## src/rtl/cpu_pkg.sv

```systemverilog
// Shared CPU definitions used by the memory arbiter.
// Holds the default memory geometry, the arbiter state encoding and the
// access-owner encoding.
package cpu_pkg;

  localparam int unsigned ADDR_W_DEF = 10;
  localparam int unsigned DATA_W_DEF = 8;

  typedef enum logic [1:0] {
    IDLE   = 2'd0,
    ACCESS = 2'd1,
    RESP   = 2'd2
  } arb_state_e;

  typedef enum logic {
    OWN_IF = 1'b0,
    OWN_D  = 1'b1
  } owner_e;

endpackage

```

## src/rtl/mem_arbiter.sv

```systemverilog
// Single-port memory arbiter: shares one memory between instruction fetch and
// the data load/store port. Data has priority; fetch is forced through after
// STARVE_MAX data grants taken while fetch was waiting. Read accesses hold the
// memory for MEM_LAT cycles, stores for one; every access ends with a one-cycle
// response so there is never a back-to-back grant.
//
// Ports:
//   clk, rst_n                  clock, asynchronous active-low reset
//   if_req/if_addr              fetch request (held until if_gnt)
//   if_gnt/if_valid/if_rdata    fetch grant pulse, data-valid pulse, fetched byte
//   d_req/d_we/d_addr/d_wdata   data request (held until d_gnt), 1 = store
//   d_gnt/d_valid/d_rdata       data grant pulse, completion pulse, loaded byte
//   mem_en/mem_we/mem_addr/
//   mem_wdata/mem_rdata         memory side; address/wdata are 0 outside ACCESS
//   busy                        arbiter not IDLE
module mem_arbiter
  import cpu_pkg::*;
#(
  parameter int unsigned ADDR_W     = ADDR_W_DEF,
  parameter int unsigned DATA_W     = DATA_W_DEF,
  parameter int unsigned MEM_LAT    = 1,
  parameter int unsigned STARVE_MAX = 2
) (
  input  logic              clk,
  input  logic              rst_n,
  input  logic              if_req,
  input  logic [ADDR_W-1:0] if_addr,
  output logic              if_gnt,
  output logic              if_valid,
  output logic [DATA_W-1:0] if_rdata,
  input  logic              d_req,
  input  logic              d_we,
  input  logic [ADDR_W-1:0] d_addr,
  input  logic [DATA_W-1:0] d_wdata,
  output logic              d_gnt,
  output logic              d_valid,
  output logic [DATA_W-1:0] d_rdata,
  output logic              mem_en,
  output logic              mem_we,
  output logic [ADDR_W-1:0] mem_addr,
  output logic [DATA_W-1:0] mem_wdata,
  input  logic [DATA_W-1:0] mem_rdata,
  output logic              busy
);

  localparam int unsigned WaitW   = 3;
  localparam int unsigned StarveW = $clog2(STARVE_MAX + 1);
  localparam logic [WaitW-1:0]   WaitInit  = WaitW'(MEM_LAT - 1);
  localparam logic [StarveW-1:0] StarveSat = StarveW'(STARVE_MAX);

  if (MEM_LAT == 0 || MEM_LAT > 8) begin : g_bad_lat
    $error("mem_arbiter: MEM_LAT must be in 1..8");
  end
  if (STARVE_MAX == 0) begin : g_bad_starve
    $error("mem_arbiter: STARVE_MAX must be at least 1");
  end

  arb_state_e          r_state, w_state_next;
  owner_e              r_owner;
  logic [ADDR_W-1:0]   r_addr;
  logic                r_we;
  logic [DATA_W-1:0]   r_wdata;
  logic [WaitW-1:0]    r_wait;
  logic [StarveW-1:0]  r_starve;
  logic                r_if_gnt, r_d_gnt, r_if_valid, r_d_valid;
  logic [DATA_W-1:0]   r_if_rdata, r_d_rdata;

  logic w_any_req, w_pick_if, w_last, w_grant, w_finish;

  assign w_any_req = if_req | d_req;
  // Fetch only beats a pending data request once it has been passed over
  // STARVE_MAX times in a row.
  assign w_pick_if = if_req & (~d_req | (r_starve == StarveSat));
  // A store needs a single cycle; reads run the wait counter down to zero.
  assign w_last    = r_we | (r_wait == '0);
  assign w_grant   = (r_state == IDLE) & w_any_req;
  assign w_finish  = (r_state == ACCESS) & w_last;

  always_comb begin
    w_state_next = r_state;
    unique case (r_state)
      IDLE:    if (w_any_req) w_state_next = ACCESS;
      ACCESS:  if (w_last) w_state_next = RESP;
      RESP:    w_state_next = IDLE;
      default: w_state_next = IDLE;
    endcase
  end

  always_ff @(posedge clk or negedge rst_n) begin
    if (!rst_n) begin
      r_state <= IDLE;
    end else begin
      r_state <= w_state_next;
    end
  end

  always_ff @(posedge clk or negedge rst_n) begin
    if (!rst_n) begin
      r_owner    <= OWN_IF;
      r_addr     <= '0;
      r_we       <= 1'b0;
      r_wdata    <= '0;
      r_wait     <= '0;
      r_starve   <= '0;
      r_if_gnt   <= 1'b0;
      r_d_gnt    <= 1'b0;
      r_if_valid <= 1'b0;
      r_d_valid  <= 1'b0;
      r_if_rdata <= '0;
      r_d_rdata  <= '0;
    end else begin
      r_if_gnt   <= w_grant & w_pick_if;
      r_d_gnt    <= w_grant & ~w_pick_if;
      r_if_valid <= w_finish & (r_owner == OWN_IF);
      r_d_valid  <= w_finish & (r_owner == OWN_D);
      if (w_grant) begin
        r_owner <= w_pick_if ? OWN_IF : OWN_D;
        r_addr  <= w_pick_if ? if_addr : d_addr;
        r_we    <= ~w_pick_if & d_we;
        r_wdata <= w_pick_if ? '0 : d_wdata;
        r_wait  <= WaitInit;
        if (w_pick_if) begin
          r_starve <= '0;
        end else if (if_req && (r_starve != StarveSat)) begin
          r_starve <= r_starve + 1'b1;
        end
      end else if ((r_state == ACCESS) && !w_last) begin
        r_wait <= r_wait - 1'b1;
      end
      if (w_finish && !r_we) begin
        if (r_owner == OWN_IF) begin
          r_if_rdata <= mem_rdata;
        end else begin
          r_d_rdata <= mem_rdata;
        end
      end
    end
  end

  assign mem_en    = (r_state == ACCESS);
  assign mem_we    = mem_en & r_we;
  assign mem_addr  = mem_en ? r_addr : '0;
  assign mem_wdata = mem_en ? r_wdata : '0;
  assign busy      = (r_state != IDLE);
  assign if_gnt    = r_if_gnt;
  assign d_gnt     = r_d_gnt;
  assign if_valid  = r_if_valid;
  assign d_valid   = r_d_valid;
  assign if_rdata  = r_if_rdata;
  assign d_rdata   = r_d_rdata;

endmodule

```

## config.mk

```make
export PLATFORM = sky130hd
export DESIGN_NAME = mem_arbiter
export DESIGN_NICKNAME = d
export VERILOG_FILES = /design/src/rtl/cpu_pkg.sv /design/src/rtl/mem_arbiter.sv
export SDC_FILE = /design/constraint.sdc
export NUM_CORES = 1
export LEC_CHECK = 0
export ABC_AREA = 1
export BUFFER_PORTS_ARGS = -buffer_cell sky130_fd_sc_hd__buf_2
export CAP_MARGIN = 20
export CORE_ASPECT_RATIO = 0.8
export CORE_UTILIZATION = 45
export DETAILED_ROUTE_END_ITERATION = 12
export PLACE_DENSITY = 0.81
export SLEW_MARGIN = 20
export SYNTH_ARGS = -nofsm -noshare
export SYNTH_HDL_FRONTEND = slang
export SYNTH_SLANG_ARGS = --single-unit
```

## constraint.sdc

```tcl
create_clock -name clk -period 2.68 [get_ports clk]
set_input_delay 0.536 -clock clk [delete_from_list [all_inputs] [get_ports clk]]
set_output_delay 0.536 -clock clk [all_outputs]
set_load 0.1 [all_outputs]
```

==> impl_results.md, run 1 <==
* Warnings from Yosys at 0
* Hold-fix buffers, CTS at 0
* Largest delay share family, worst path: buffers and inverters
* Tmin final at 2.301 ns
* Post-DP HPWL at 3493 µm
* CTS Buffer Depth at 2
* Ports at 82
* R2r setup slk at 0.95 ns
* Final-report setup violation count at 0
* IO buf count at 81
* DP Area at 2684 µm²
* Die area at 5116 µm²
* Clock Tree Root: clkbuf_8
* Post-Synth Adder-Cell Area at 1.726%
* Worst min path class: in2async
* Clock transition at path regs at 0.08 ns
* Drt total wl at 4495 µm
* First-pass GRT wire length at 7534 µm
* CTS Sinks at 47
* Post-DRT Antenna Nets at 0
* Core region area at 4624 µm²
* Final Skew at 0.009362 ns
* Final hold violations at 0
* Complex-gate fraction of the synthesized area at 7.020%
* Worst path required time at 2.14 ns
* Vias at 1,845
* Post-Synth Simple-Gate Area at 27.10%
* Synth Register Bits at 47
* Fin util at 60.20%
* Slew @ Worst Pin at 0.7069 ns
* Max-slew violation count at 0
* Area of all sequential standard cells at 1176 µm²
* Share of cells above drive strength 1 at 35.12%
* Slew margin rel. at 52.70%
* Worst skew pair latency at 0.30 ns
* Multi-input logic area at 858.3 µm²
* Register area share after synthesis at 54.09%
* Initial DRC count at 160
* Gpl congestion at 0.7501
* H-tree depth at 2
* Crit Path Class: reg2out
* Largest family of logic cells by synthesized area: simple AND/OR/NAND/NOR gates
* Multiplexer share of the synthesized area at 0%
* TNS Setup at 0 ns
* Crit Path Max Fanout at 19
* Outcome: complete, no violations
* Final hold slack at 0.3045 ns
* Slowest cell on crit path: buf_2
* Total CTS buffers at 5
* Die height at 64.18 µm
* Number of diodes at 0
* Crit path cell chain: nor2_4 > inv_2 > nor2_1 > buf_2
* # nets final at 379
* XOR/XNOR Fraction of Synth Area at 0.4028%
* Vias in the first global route at 1,782
* Syn Area/Cell at 8.629 µm²
* Syn_nets at 296
* Max_cap viols at 0
* Post-synth cell types at 20
* 1st-pass router iterations at 4
* CP Launch Type: flop
* Post-Syn Instances at 252
* Critical Path End Type: primary output
* RSZ-0062 raised after global routing: false
* Tcrit/Tclk final at 85.86%
* Crit path arrival time at 1.77 ns
* Layout Cell Area excl Fill at 2784 µm²
* Largest net degree at the start of global routing at 48
* Post-cts gate resize count at 0
* Area grow syn2layout at 28.02%
* Starting Density at 47.02%
* Syn Std Cell Area at 2175 µm²
* FILL cells at 426
* Antenna violations before repair at 0
* Row cnt at 22
* Overflow after GRT at 0
* Post-CTS setup buffers at 0
* Avg WL per Cell at 11.35 µm
* Die X-Extent at 79.72 µm
* Achievable Freq at 0.4346 GHz
* Drt drc at 0
* CP bufs+invs at 2
* Worst path max stage delay at 0.44 ns
* DR vias/cell at 4.659
* Tot GR Track Use at 19.35%
* CTS tree: yes
-- logic make-up (layout without fill, tap and decap cells) --
logic type | count (synthesis) | after routing
and+or+nand+nor | 137 | 137
buffers and inverters | 48 | 132
DFF | 47 | 47
AOI/OAI and AO/OA | 16 | 16
adders and majority gates | 3 | 3
xor gates and xnor gates | 1 | 1
-- flip-flops by register name, indices dropped and copies added, names as in the netlist, 2 cells and up --
name / flops
r_state: 2
r_wdata: 8
d_rdata: 8
r_starve: 2
r_wait: 3
r_addr: 10
if_rdata: 8
-- final cells by class --
class | count | area share [%]
Clock buffer | 8 | 3.596
Sequential cell | 47 | 42.25
Tap cell | 60 | 2.697
Timing Repair Buffer | 83 | 15.10
Multi-Input combinational cell | 157 | 30.83
Inverter | 41 | 5.528
-- per-stage QoR --
stage / instances / worst slack (ns)
finish: 396 / 0.3789
CTS: 396 / 0.3465
detailed placement: 388 / 0.6829
global placement: 388 / 0.7185
floorplan: 252 / -0.3059
global route: 396 / 0.2467
-- cells in the final DEF, fill, tap and decap left out, types with 2 or more instances in the layout --
cell / count
buf_4: 2
buf_2: 81
o21ai_2: 3
clkbuf_8: 7
dfrtp_1: 47
o21ai_0: 3
ha_1: 3
nand2_1: 77
o22ai_2: 8
nand3_1: 25
inv_1: 40
nor2_1: 17
nor2_4: 13
nand4_1: 2
-- synthesized netlist by cell type --
master	n	area (µm²)
nor2_4	4	45.04
a21oi_1	1	5.000
dfrtp_1	47	1176
o22ai_1	1	6.260
o22ai_2	8	100.1
o21ai_0	3	15.01
buf_6	3	33.78
xor2_1	1	8.760
nand2_2	1	6.260
buf_4	1	7.510
buf_2	3	15.01
o21ai_2	3	26.28
nand2_1	77	289.0
inv_1	40	150.1
ha_1	3	37.54
nand3_1	25	125.1
nor2_1	27	101.4
nand4_1	2	12.51
inv_2	1	3.750
nand3_2	1	10.01
-- worst paths after layout --
kind | from | endpoint | cells after the start
max | r_state[1] | mem_addr[9] | 4
min | rst_n | d_rdata[4] | 2
max reg2reg | r_starve[0] | r_addr[1] | 6
min reg2reg | if_rdata[5] | if_rdata[5] | 2
max in group asynchronous | rst_n | r_addr[1] | 2
min in group clk | if_addr[7] | r_addr[7] | 3
-- worst reg2reg max path, stage by stage (launching register included) --
cell and delay, ns:
dfrtp_1 0.37, inv_1 0.09, ha_1 0.20, o21ai_2 0.18, nor2_1 0.59, nand2_1 0.12
nand3_1 0.11
-- routing by layer --
layer  share of wire, %  vias up  wire length (µm)  GRT usage, %
met5                  0        -                 0             0
met4               0.96        0                43         5.909
met3                3.8        5               171         5.857
met2                 51       40              2300         33.01
met1                 44      865              1980         23.34
li1                   -      935                 -             -
Power of run 1 is not shown: default switching activity piles up to over one toggle a cycle in this logic, so the estimate is an artifact.
==> inputs of run 2 (changes only) <==
Settings changed: PLACE_DENSITY 0.81 to 0.74, SETUP_SLACK_MARGIN from default to 0.5.
==> run 2 against run 1 <==
Largest cell class unchanged. Critical path depth increased by 1. Via count up 0.27%. Non-clock buffer count rose by 2. Clock skew down 0.0012 ns. Critical path type unchanged.
==> impl_results.md, run 2 (same netlist as run 1, synthesis figures left out) <==
* Most frequent cells in the layout: 77 x nand2_1, 62 x buf_2, 47 x dfrtp_1
* Ports at 82 (unchanged)
* CTS Buffer Depth at 2 (unchanged)
* Largest delay share family, worst path: buffers and inverters
* Largest net degree at the start of global routing at 31 (-35%)
* Post-DP HPWL at 3508 µm (+0.41%)
* CTS tree: yes
* CP Launch Type: flop
* Commonest non-fill, non-tap cell in the layout: nand2_1
* Crit Path Max Fanout at 19 (unchanged)
* Slew @ Worst Pin at 0.7301 ns (+0.02327 ns)
* Crit path arrival time at 1.54 ns (-0.23 ns)
* DR vias/cell at 4.660 (about the same)
* Drt total wl at 4698 µm (+4.5%)
* FILL cells at 415 (-2.6%)
* R2r setup slk at 0.93 ns (-0.02 ns)
* Slowest cell on crit path: dfrtp_1
* Clock transition at path regs at 0.08 ns (about the same)
* Worst min path class: in2async
* Total CTS buffers at 5 (unchanged)
* Worst path required time at 2.14 ns (about the same)
* RSZ-0062 raised after global routing: false
* Tot GR Track Use at 20.35% (+1.0 points)
* Max_cap viols at 0 (unchanged)
* Outcome: complete, no violations
* TNS Setup at 0 ns (unchanged)
* # nets final at 381 (+0.53%)
* Initial DRC count at 92 (-43%)
* Achievable Freq at 0.4828 GHz (+11%)
* Starting Density at 47.02% (unchanged)
* Worst skew pair latency at 0.29 ns (about the same)
* Clock Tree Root: clkbuf_8
* FF-to-FF path depth at 7 (+1)
* Row cnt at 22 (unchanged)
* Cell mode on critical path: nor2_4
* H-tree depth at 2 (unchanged)
* Gpl congestion at 0.7750 (+3.3%)
* Placed Cells at 390 (+0.52%)
* Share of cells above drive strength 1 at 38.58% (+3.5 points)
* Final hold violations at 0 (unchanged)
* Crit path cell chain: inv_2 > nor2_4 > inv_8 > nor2_4 > buf_4
* Vias in the first global route at 1,818 (+2.0%)
* CTS Sinks at 47 (unchanged)
* Final Skew at 0.008144 ns (-0.001218 ns)
* Layout Cell Area excl Fill at 2914 µm² (+4.7%)
* Slew margin rel. at 51.14% (-1.6 points)
* CP bufs+invs at 3 (+1)
* Area of all sequential standard cells at 1176 µm² (unchanged)
* Die X-Extent at 79.72 µm (unchanged)
* Area grow syn2layout at 34.00%
* Max reg flops at 10 (unchanged)
* Max-slew violation count at 0 (unchanged)
* Die height at 64.18 µm (unchanged)
* Vias at 1,850 (+0.27%)
* Die area at 5116 µm² (unchanged)
* First-pass GRT wire length at 7990 µm (+6.1%)
* Antenna violations before repair at 0 (unchanged)
* Core region area at 4624 µm² (unchanged)
* WP depth at 5 (+1)
* Drt drc at 0 (unchanged)
* DP Area at 2779 µm² (+3.5%)
* Critical Path End Type: primary output
* IO buf count at 81 (unchanged)
* Worst path max stage delay at 0.37 ns (-0.07 ns)
* Final-report setup violation count at 0 (unchanged)
* Overflow after GRT at 0 (unchanged)
* Avg WL per Cell at 11.83 µm (+4.3%)
* Crit Path Class: reg2out
* Post-DRT Antenna Nets at 0 (unchanged)
* Multi-input logic area at 930.9 µm² (+8.5%)
* Tcrit/Tclk final at 77.29% (-8.6 points)
* Final Non-Filler Cells at 397 (+0.25%)
* Tmin final at 2.071 ns (-0.2298 ns)
* 1st-pass router iterations at 4 (unchanged)
* Largest Register: r_addr
* Number of diodes at 0 (unchanged)
==> run 2: changes by cell type in the layout (fill, tap and decap cells not counted), moves of 9 or more <==
cell,change
buf_2,-19
buf_4,+21
nor2_1,-9
nor2_4,+10
==> run 2: worst paths after layout <==
kind | from | to
min in group clk | if_addr[3] | r_addr[3]
max in group asynchronous | rst_n | r_state[0]
min | rst_n | if_gnt
max reg2reg | r_starve[0] | r_addr[0]
max | r_state[0] | mem_addr[0]
min reg2reg | d_rdata[1] | d_rdata[1]
==> run 2: per-layer routing <==
metal,part of all wire (%),vias up,track usage (%)
met5,0,-,0
met4,1.3,0,6.136
met3,4.0,6,4.143
met2,47,39,33.33
met1,48,862,27.11
li1,-,943,-
==> run 2: layout make-up <==
type	count	area share (%)
inverter	41	5.539
tap	60	2.576
sequential	47	40.36
timing repair buffer	85	16.57
multi-input combinational	157	31.95
clock buffer	6	2.834
clock inverter	1	0.1717
==> run 2: what timing repair did <==
| item | in CTS | in global routing |
|---|---|---|
| setup buffers | 0 | 0 |
| resized for setup | 19 | 0 |
| setup endpoints to repair | 19 | 0 |
| hold buffers | 0 | 0 |
==> run 2: stage by stage <==
step                      hold WS [ns]  util, %  worst slack, ns
after floorplan                 0.2404        -           0.2519
after global placement          0.4574    60.09           0.8243
after detailed placement        0.4641    60.09           0.7894
after CTS                       0.2897    63.01           0.5971
after global routing            0.3086    63.01           0.5591
final                           0.2705    63.01           0.6087
Power of run 2 is left out for the same reason.
